===== src/rtl/vote_scheduler_pkg.sv =====
// Shared definitions for the vote scheduler: FSM state encoding and channel-id width helper.
package vote_scheduler_pkg;

   typedef enum logic {
      IDLE = 1'b0,
      HOLD = 1'b1
   } state_t;

   // Channel id width; a single channel still gets a 1-bit id.
   function automatic int cw_of(input int n);
      return (n > 1) ? $clog2(n) : 1;
   endfunction

endpackage


===== src/rtl/vote_scheduler_if.sv =====
// Request/result bundle between voting channels, the scheduler and its consumer.
interface vote_scheduler_if
   import vote_scheduler_pkg::*;
#(
   parameter int NCH = 4
);
   localparam int CW = cw_of(NCH);

   logic [NCH-1:0] req;
   logic [NCH-1:0] va;
   logic [NCH-1:0] vb;
   logic [NCH-1:0] vc;
   logic [NCH-1:0] gnt;
   logic           out_valid;
   logic           out_ready;
   logic           out_majo;
   logic [CW-1:0]  out_ch;
   logic           out_dis;

   modport master (
      output req, va, vb, vc, out_ready,
      input  gnt, out_valid, out_majo, out_ch, out_dis
   );

   modport slave (
      input  req, va, vb, vc, out_ready,
      output gnt, out_valid, out_majo, out_ch, out_dis
   );

endinterface


===== src/rtl/vote_scheduler_rr_arbiter.sv =====
// Combinational round-robin arbiter: first pending request at or after ptr wins.
module rr_arbiter
   import vote_scheduler_pkg::*;
#(
   parameter  int NCH = 4,
   localparam int CW  = cw_of(NCH)
) (
   input  logic [NCH-1:0] req,
   input  logic           en,
   input  logic [CW-1:0]  ptr,
   output logic [NCH-1:0] gnt,
   output logic [CW-1:0]  idx,
   output logic           any
);

   logic [CW-1:0] c;

   always_comb begin
      gnt = '0;
      idx = '0;
      any = 1'b0;
      c   = '0;
      for (int k = 0; k < NCH; k++) begin
         c = CW'((int'(ptr) + k) % NCH);
         if (en && !any && req[c]) begin
            any    = 1'b1;
            gnt[c] = 1'b1;
            idx    = c;
         end
      end
   end

endmodule


===== src/rtl/vote_scheduler.sv =====
// Shares one 2-of-3 majority voter among NCH channels behind a round-robin arbiter.
// Optional saturating disagreement counter on err_cnt when VOTE_ERRCNT_EN is defined.
module vote_scheduler
   import vote_scheduler_pkg::*;
#(
   parameter int NCH  = 4,
   parameter int CNTW = 8
) (
   input logic             clk,
   input logic             rst_n,
   vote_scheduler_if.slave vif
`ifdef VOTE_ERRCNT_EN
   ,
   output logic [CNTW-1:0] err_cnt
`endif
);

   localparam int CW = cw_of(NCH);

   if (NCH < 1 || NCH > 16 || CNTW < 1) begin : g_bad_param
      $error("vote_scheduler: NCH must be 1..16 and CNTW >= 1");
   end

   state_t         state, state_nx;
   logic [CW-1:0]  ptr, idx;
   logic [NCH-1:0] gnt;
   logic           any, win;
   logic           sa, sb, sc, cap_dis;
   logic           majo_q, dis_q;
   logic [CW-1:0]  ch_q;

   // Reset also closes the window so nothing is granted while held in reset.
   assign win = rst_n & ((state == IDLE) | vif.out_ready);

   rr_arbiter #(.NCH(NCH)) u_arb (
      .req (vif.req),
      .en  (win),
      .ptr (ptr),
      .gnt (gnt),
      .idx (idx),
      .any (any)
   );

   assign sa      = vif.va[idx];
   assign sb      = vif.vb[idx];
   assign sc      = vif.vc[idx];
   assign cap_dis = (sa != sb) | (sb != sc);

   always_ff @(posedge clk or negedge rst_n) begin
      if (!rst_n) state <= IDLE;
      else        state <= state_nx;
   end

   always_comb begin
      state_nx = state;
      if (win) state_nx = any ? HOLD : IDLE;
   end

   always_ff @(posedge clk or negedge rst_n) begin
      if (!rst_n) begin
         majo_q <= 1'b0;
         dis_q  <= 1'b0;
         ch_q   <= '0;
         ptr    <= '0;
      end else if (any) begin
         majo_q <= (sa & sb) | (sb & sc) | (sc & sa);
         dis_q  <= cap_dis;
         ch_q   <= idx;
         ptr    <= (int'(idx) == NCH - 1) ? '0 : idx + CW'(1);
      end
   end

`ifdef VOTE_ERRCNT_EN
   always_ff @(posedge clk or negedge rst_n) begin
      if (!rst_n)
         err_cnt <= '0;
      else if (any && cap_dis && (err_cnt != {CNTW{1'b1}}))
         err_cnt <= err_cnt + CNTW'(1);
   end
`endif

   assign vif.gnt       = gnt;
   assign vif.out_valid = (state == HOLD);
   assign vif.out_majo  = majo_q;
   assign vif.out_ch    = ch_q;
   assign vif.out_dis   = dis_q;

endmodule


===== src/flat_wrapper.sv =====
// flat-port wrapper written by rule: the top's interface ports become plain ports
module vote_scheduler_flat import vote_scheduler_pkg::*;
#(
   parameter int NCH  = 4,
   parameter int CNTW = 8
)
  (clk, rst_n, vif_req, vif_va, vif_vb, vif_vc, vif_out_ready, vif_gnt, vif_out_valid, vif_out_majo, vif_out_ch, vif_out_dis);
  vote_scheduler_if #(.NCH(NCH)) vif_i ();
  input logic clk;
  input logic rst_n;
  input wire logic [$bits(vif_i.req)-1:0] vif_req;
  input wire logic [$bits(vif_i.va)-1:0] vif_va;
  input wire logic [$bits(vif_i.vb)-1:0] vif_vb;
  input wire logic [$bits(vif_i.vc)-1:0] vif_vc;
  input wire logic [$bits(vif_i.out_ready)-1:0] vif_out_ready;
  output wire logic [$bits(vif_i.gnt)-1:0] vif_gnt;
  output wire logic [$bits(vif_i.out_valid)-1:0] vif_out_valid;
  output wire logic [$bits(vif_i.out_majo)-1:0] vif_out_majo;
  output wire logic [$bits(vif_i.out_ch)-1:0] vif_out_ch;
  output wire logic [$bits(vif_i.out_dis)-1:0] vif_out_dis;
  assign vif_i.req = vif_req;
  assign vif_i.va = vif_va;
  assign vif_i.vb = vif_vb;
  assign vif_i.vc = vif_vc;
  assign vif_i.out_ready = vif_out_ready;
  assign vif_gnt = vif_i.gnt;
  assign vif_out_valid = vif_i.out_valid;
  assign vif_out_majo = vif_i.out_majo;
  assign vif_out_ch = vif_i.out_ch;
  assign vif_out_dis = vif_i.out_dis;
  vote_scheduler #(.NCH(NCH), .CNTW(CNTW)) u_core (.clk(clk), .rst_n(rst_n), .vif(vif_i));
endmodule

===== config.mk =====
export PLATFORM = sky130hd
export DESIGN_NAME = vote_scheduler_flat
export DESIGN_NICKNAME = d
export VERILOG_FILES = /design/src/rtl/vote_scheduler_pkg.sv /design/src/rtl/vote_scheduler_if.sv /design/src/rtl/vote_scheduler_rr_arbiter.sv /design/src/rtl/vote_scheduler.sv /design/src/flat_wrapper.sv
export SDC_FILE = /design/constraint.sdc
export NUM_CORES = 1
export LEC_CHECK = 0
export BUFFER_PORTS_ARGS = -buffer_cell sky130_fd_sc_hd__buf_2
export CORE_UTILIZATION = 29
export DETAILED_ROUTE_END_ITERATION = 6
export HOLD_SLACK_MARGIN = 0.06
export PLACE_DENSITY_LB_ADDON = 0.2
export SLEW_MARGIN = 15
export SYNTH_ARGS = -nofsm -noshare
export SYNTH_HDL_FRONTEND = slang
export SYNTH_SLANG_ARGS = --single-unit

===== constraint.sdc =====
create_clock -name clk -period 3.19 [get_ports clk]
set_clock_uncertainty 0.15 [all_clocks]
set_input_delay 0.7975 -clock clk [delete_from_list [all_inputs] [get_ports clk]]
set_output_delay 0.7975 -clock clk [all_outputs]
set_load 0.01 [all_outputs]

# Yosys cells after proc, flatten, opt, wreduce, memory -nomap -nowiden
# Cells that the tools add are included.
[word_totals]
regBits = 7
input_bits = 19
out_inout_bits = 9
wordCells = 83
[classes]
add_sub_neg = 4
n_lt_le_gt_ge = 9
eq_ne = 3
muxes = 36
bitwise_logic = 12
reduce_logical = 14
[ops]
columns = ["cell", "count"]
rows = [
  ["two-way mux 1 bit", 16],
  ["two-way mux 4 bit", 4],
  ["< comparator 2 x 3 -> 1 bit (second input constant)", 5],
  ["binary-select mux 1 bit (select 2 bit)", 7],
  ["OR 4 bit", 3],
  ["logical AND 1 bit", 11],
  ["two-way mux 2 bit", 5],
  ["demux 1 bit (select 2 bit)", 4],
  ["greater-or-equal comparator 2 x 1 -> 1 bit (second input constant)", 4],
  ["adder 2 x 1 -> 2 bit (second input constant)", 2],
  ["adder 2 bit (second input constant)", 2],
  ["bitwise AND 1 bit", 4],
  ["OR 1 bit", 4],
  ["zero test 1 bit", 3],
  ["equality test 2 x 1 -> 1 bit (second input constant)", 1],
  ["!= test 1 bit", 2],
  ["inverter 1 bit", 1],
]

# Depth between registers and ports, before layout
[depth]
depth_word = 22
ltp_mapped = 10
mapped_depth_nobuf = 9

# By module
# A second synthesis with hierarchy kept.
[hier_totals]
cells_unflattened = 94
hier_area_um2 = 957.2
[modules_own_cells]
columns = ["module", "instances", "cells_each", "area_each_um2", "seq_area_each_um2"]
rows = [
  ["rr_arbiter", 1, 66, 564.3, 0.0],
  ["vote_scheduler", 1, 28, 392.9, 175.2],
]

# Worst setup path before layout
# No wires, ideal clock.
[synth_path]
kind = "input -> output"
startpoint = "input vif_req[3]"
endpoint = "output vif_gnt[0]"
arrival_time_ps = 2484
t_required_ps = 2243
setup_slack_ps = -242
path_stages = 4
path_buffers = 0
path_cell_list = "mux4_2 -> or3_1 -> or4_1 -> o21ai_0"
[synth_via]
elab_chain_cells = 16
elab_cells_between_ends = 28
cone_classes = "mux: 15; bitwise: 3; reduce/logical: 10"
[synth_lines]
columns = ["item", "line", "rtl"]
rows = [
  ["from (decl)", "flat_wrapper.sv:11", "input wire logic [$bits(vif_i.req)-1:0] vif_req;"],
  ["binary-select mux 1 bit (select 2 bit)", "vote_scheduler_rr_arbiter.sv:25", "if (en && !any && req[c]) begin"],
  ["two-way mux 1 bit (implied by the code)", "vote_scheduler_rr_arbiter.sv:25", ""],
  ["logical AND 1 bit", "vote_scheduler_rr_arbiter.sv:25", ""],
  ["two-way mux 1 bit", "vote_scheduler_rr_arbiter.sv:25", ""],
  ["zero test 1 bit", "vote_scheduler_rr_arbiter.sv:25", ""],
  ["logical AND 1 bit (2 in a row)", "vote_scheduler_rr_arbiter.sv:25", ""],
  ["two-way mux 1 bit", "vote_scheduler_rr_arbiter.sv:25", ""],
  ["zero test 1 bit", "vote_scheduler_rr_arbiter.sv:25", ""],
  ["logical AND 1 bit (2 in a row)", "vote_scheduler_rr_arbiter.sv:25", ""],
  ["two-way mux 1 bit", "vote_scheduler_rr_arbiter.sv:25", ""],
  ["zero test 1 bit", "vote_scheduler_rr_arbiter.sv:25", ""],
  ["logical AND 1 bit (2 in a row)", "vote_scheduler_rr_arbiter.sv:25", ""],
  ["two-way mux 4 bit (*)", "vote_scheduler_rr_arbiter.sv:25", ""],
  ["to (decl)", "flat_wrapper.sv:16", "output wire logic [$bits(vif_i.gnt)-1:0] vif_gnt;"],
]
# Mark *: on every way between the ends. The rest lies on a longest branch, timed or not. The select of a mux whose other input is x is not followed.

# Final worst setup path
[layout_path]
startpoint = "input vif_req[1]"
endpoint = "output vif_gnt[1]"
# The elaborated chain is that of the path after synthesis.

==> metrics <==
Final Instance Area=between 1000 and 1500 um^2; Via Count=between 900 and 1000; worst reg2reg path endpoint=u_core.vif.out_majo$_DFFE_PN0P_; Post-CTS Hold Fix Bufs=0; antenna violations before repair=0; die outline area=3410 um^2; global-route wire length before repair=around 4200 um; critical path's slowest cell=sky130_fd_sc_hd__or4_4; P&R area growth vs syn=49.3%; worst stage delay on the critical path=510 ps; Gate power share=0.794; simple logic cell fraction of the synthesized area=0.199; die height=approximately 58 um; outcome=finished, violations left; post-layout min period=about 3500 ps; row count=20; final HPWL from detailed placement=approximately 2000 um; vias per cell=between 5 and 6; routed length per placed instance=between 10 and 15 um; final clock period utilization by the worst path=1.09; total iterations of the first detailed-routing run=4; ranking of synthesized cells by area=sky130_fd_sc_hd__dfrtp_1 19%, sky130_fd_sc_hd__mux2_2 8.5%, sky130_fd_sc_hd__mux4_2 7.3%; worst setup path class=in2out; Antenna Violating Nets Remaining=0; maximum number of pins on one net before global-route repair=14; Die Width=~58 um; area of the mapped netlist=922 um^2; clock sink total=7; number of nets in the layout=around 180; average instance area after synthesis=roughly 9 um^2; Final Wtd Congestion=slightly below 0.8; endpoint arrival time on the critical path=2510 ps; measured slew at the worst slew-check pin=roughly 340 ps; sequential fraction of design power=0.137; class of the tightest hold or removal check=in2async; post-synthesis cell type with the largest combined area=sky130_fd_sc_hd__dfrtp_1; post-synthesis share of cell area spent on xor and xnor gates=0.00950; combinational family with the most area after synthesis=compound AO/OA/AOI/OAI gates; worst-path fanout max=4; proportion of synthesized chip area in sequential cells=0.190; RR Startpoint=u_core.ptr[0]$_DFFE_PN0P_; WP buf/inv=2; final-layout fill cell count=306; clock buffers created by TritonCTS=3; clock-pin slew on the worst setup and hold paths=approximately 50 ps; final hold violation count=0; max-cap violations=0; delay-heaviest family, CP=simple AND/OR/NAND/NOR gates; VDD IR-drop max=around 0.32 mV; number of global-route vias before repair=between 900 and 1000; setup repair after global routing missed its margin=true; worst path cell trace=buf_2 > mux4_2 > or3_4 > or4_4 > o21ai_4 > buf_6; initial drt markers=14; max-slew violations=0; Post-synth EDFFs=0; post-synthesis compound-gate area fraction=0.274; worst slew margin relative to its limit=0.773; post-layout worst setup margin=-272 ps; final total negative setup slack=-1020 ps; Clock Root Buffer=sky130_fd_sc_hd__clkbuf_4; dominant register cell in the synthesized netlist=sky130_fd_sc_hd__dfrtp_1; R2R setup slack=around 200 ps; clock tree from TritonCTS=done; overall track demand over capacity in global routing=0.156; core area=3030 um^2; sw power=around 0.5 mW; # DRC=0; r2r worst-path depth=9; final core occ=0.455; total congestion overflow=0; Data required, critical path=2240 ps; violations in the final reports=negative setup slack; synth unique cells=36; cells after synthesis=104; sw frac=0.450; latest clock arrival within the worst-skew pair=~250 ps; sort of element at the start of the critical path=input port; #FFs+latches synth=7; top-area cell type share of the netlist area=0.190; setup violation total in the final timing report=4; clock share of power=0.069; Antenna diodes=0; adder-cell share of the synthesized area=0.0665; port buffer count=27; count of yosys warnings during synthesis=0; Worst setup EP type=output port; Post-Syn Nets=between 100 and 150; highest clock frequency the design can meet=a little under 0.3 GHz; leakage power of the design=about 0.64 nW; ratio of cells with drive above 1 in the final layout=0.464; power density over cell area=between 800 and 900 nW/um^2; CTS H-Tree Depth=1; initial standard-cell utilization of the core=0.305; multiplexer area fraction after synthesis=0.214; internal power=0.631 mW; area after detailed placement=approximately 1300 um^2; number of buffers between clock root and the deepest sink=2; Async S/R FF share, synth=1.00; Top Ports=28; drt total wl=roughly 2400 um
sequential cells by signal, indices dropped and copies added, names as in the netlist:
register,flops
u_core.vif.out_valid,1
u_core.vif.out_dis,1
u_core.ptr,2
u_core.vif.out_ch,2
u_core.vif.out_majo,1
Yosys cell counts (2+ instances only):
| library cell | number |
|---|---|
| sky130_fd_sc_hd__nand2_1 | 12 |
| sky130_fd_sc_hd__inv_1 | 8 |
| sky130_fd_sc_hd__a32oi_1 | 7 |
| sky130_fd_sc_hd__dfrtp_1 | 7 |
| sky130_fd_sc_hd__mux2_2 | 7 |
| sky130_fd_sc_hd__a21oi_1 | 5 |
| sky130_fd_sc_hd__and2_1 | 5 |
| sky130_fd_sc_hd__a22o_1 | 4 |
| sky130_fd_sc_hd__ha_1 | 4 |
| sky130_fd_sc_hd__mux2i_1 | 4 |
| sky130_fd_sc_hd__nor3_1 | 4 |
| sky130_fd_sc_hd__o21ai_0 | 4 |
| sky130_fd_sc_hd__a21boi_0 | 3 |
| sky130_fd_sc_hd__mux4_2 | 3 |
| sky130_fd_sc_hd__nor2_1 | 3 |
| sky130_fd_sc_hd__o31ai_1 | 3 |
| sky130_fd_sc_hd__nand2b_1 | 2 |
logic make-up after synthesis:
family / count (synthesis)
flops: 7
xor+xnor: 1
mux: 15
compound gates: 32
fa+ha+maj: 5
buf+inv: 10
simple gates: 34
power by group through the flow:
stage	clock, mW	sequential, mW	combinational [mW]
floorplan	0	0.175	0.585
global placement	0	0.156	0.866
detailed placement	0	0.158	0.876
CTS	0.0828	0.157	0.883
global route	0.0874	0.162	1.00
finish	0.0796	0.156	0.909
cells in the final DEF (no fill, tap or decap), drive strengths merged:
master / netlist / layout
buf: 2 / 47
nand2: 12 / 12
inv: 8 / 8
mux2: 8 / 8
a32oi: 7 / 7
dfrtp: 7 / 7
and2: 5 / 5
a21oi: 5 / 5
o21ai: 5 / 5
mux2i: 4 / 4
nor3: 4 / 4
a22o: 4 / 4
ha: 4 / 4
o31ai: 4 / 4
clkbuf: 0 / 4
mux4: 3 / 3
a21boi: 3 / 3
nor2: 3 / 3
nand2b: 2 / 2
nor3b: 2 / 2
nor2b: 1 / 1
or3: 1 / 1
or4: 1 / 1
nand4: 1 / 1
a32o: 1 / 1
nand3: 1 / 1
a2111o: 1 / 1
o21bai: 1 / 1
and3: 1 / 1
a21o: 1 / 1
xor2: 1 / 1
maj3: 1 / 1
worst max-delay path by stage:
stage | startpoint | endpoint | slack [ps] | depth (start not counted)
finish | vif_req[1] | vif_gnt[1] | -270 | 6
global route | vif_req[3] | vif_gnt[1] | -310 | 6
CTS | vif_req[3] | vif_gnt[2] | -270 | 6
detailed placement | vif_req[3] | vif_gnt[2] | -280 | 6
global placement | vif_req[3] | vif_gnt[1] | -240 | 6
floorplan | vif_req[3] | vif_gnt[0] | -30 | 4
area by class of cell:
type                       instances  area (um^2)  area share
inverter                           8         30.0      0.0218
sequential                         7          175       0.127
multi-input combinational         87          761       0.553
timing repair buffer              47          329       0.239
tap                               44         55.1      0.0400
clock buffer                       4         26.3      0.0191
metrics by stage:
stage | hold slack [ps] | total power, mW | setup WS, ps | std cells
finish | 323 | 1.15 | -272 | 197
global placement | 306 | 1.02 | -239 | 192
floorplan | 352 | 0.760 | -25.6 | 104
global route | 330 | 1.25 | -308 | 197
CTS | 319 | 1.12 | -268 | 196
detailed placement | 318 | 1.03 | -283 | 192
timing repair:
item	in CTS	in global routing
setup endpoints to repair	4	4
hold endpoints to repair	0	0
pin swaps	0	1
gates resized for setup	3	5
setup buffers	0	1
metal layers:
metal	vias up	part of all wire	GRT usage
met4	0	0.011	0.0306
li1	498	-	-
met3	4	0.045	0.0374
met2	33	0.50	0.271
met1	452	0.44	0.198
met5	-	0	0
(Power assumes the default switching activity.)
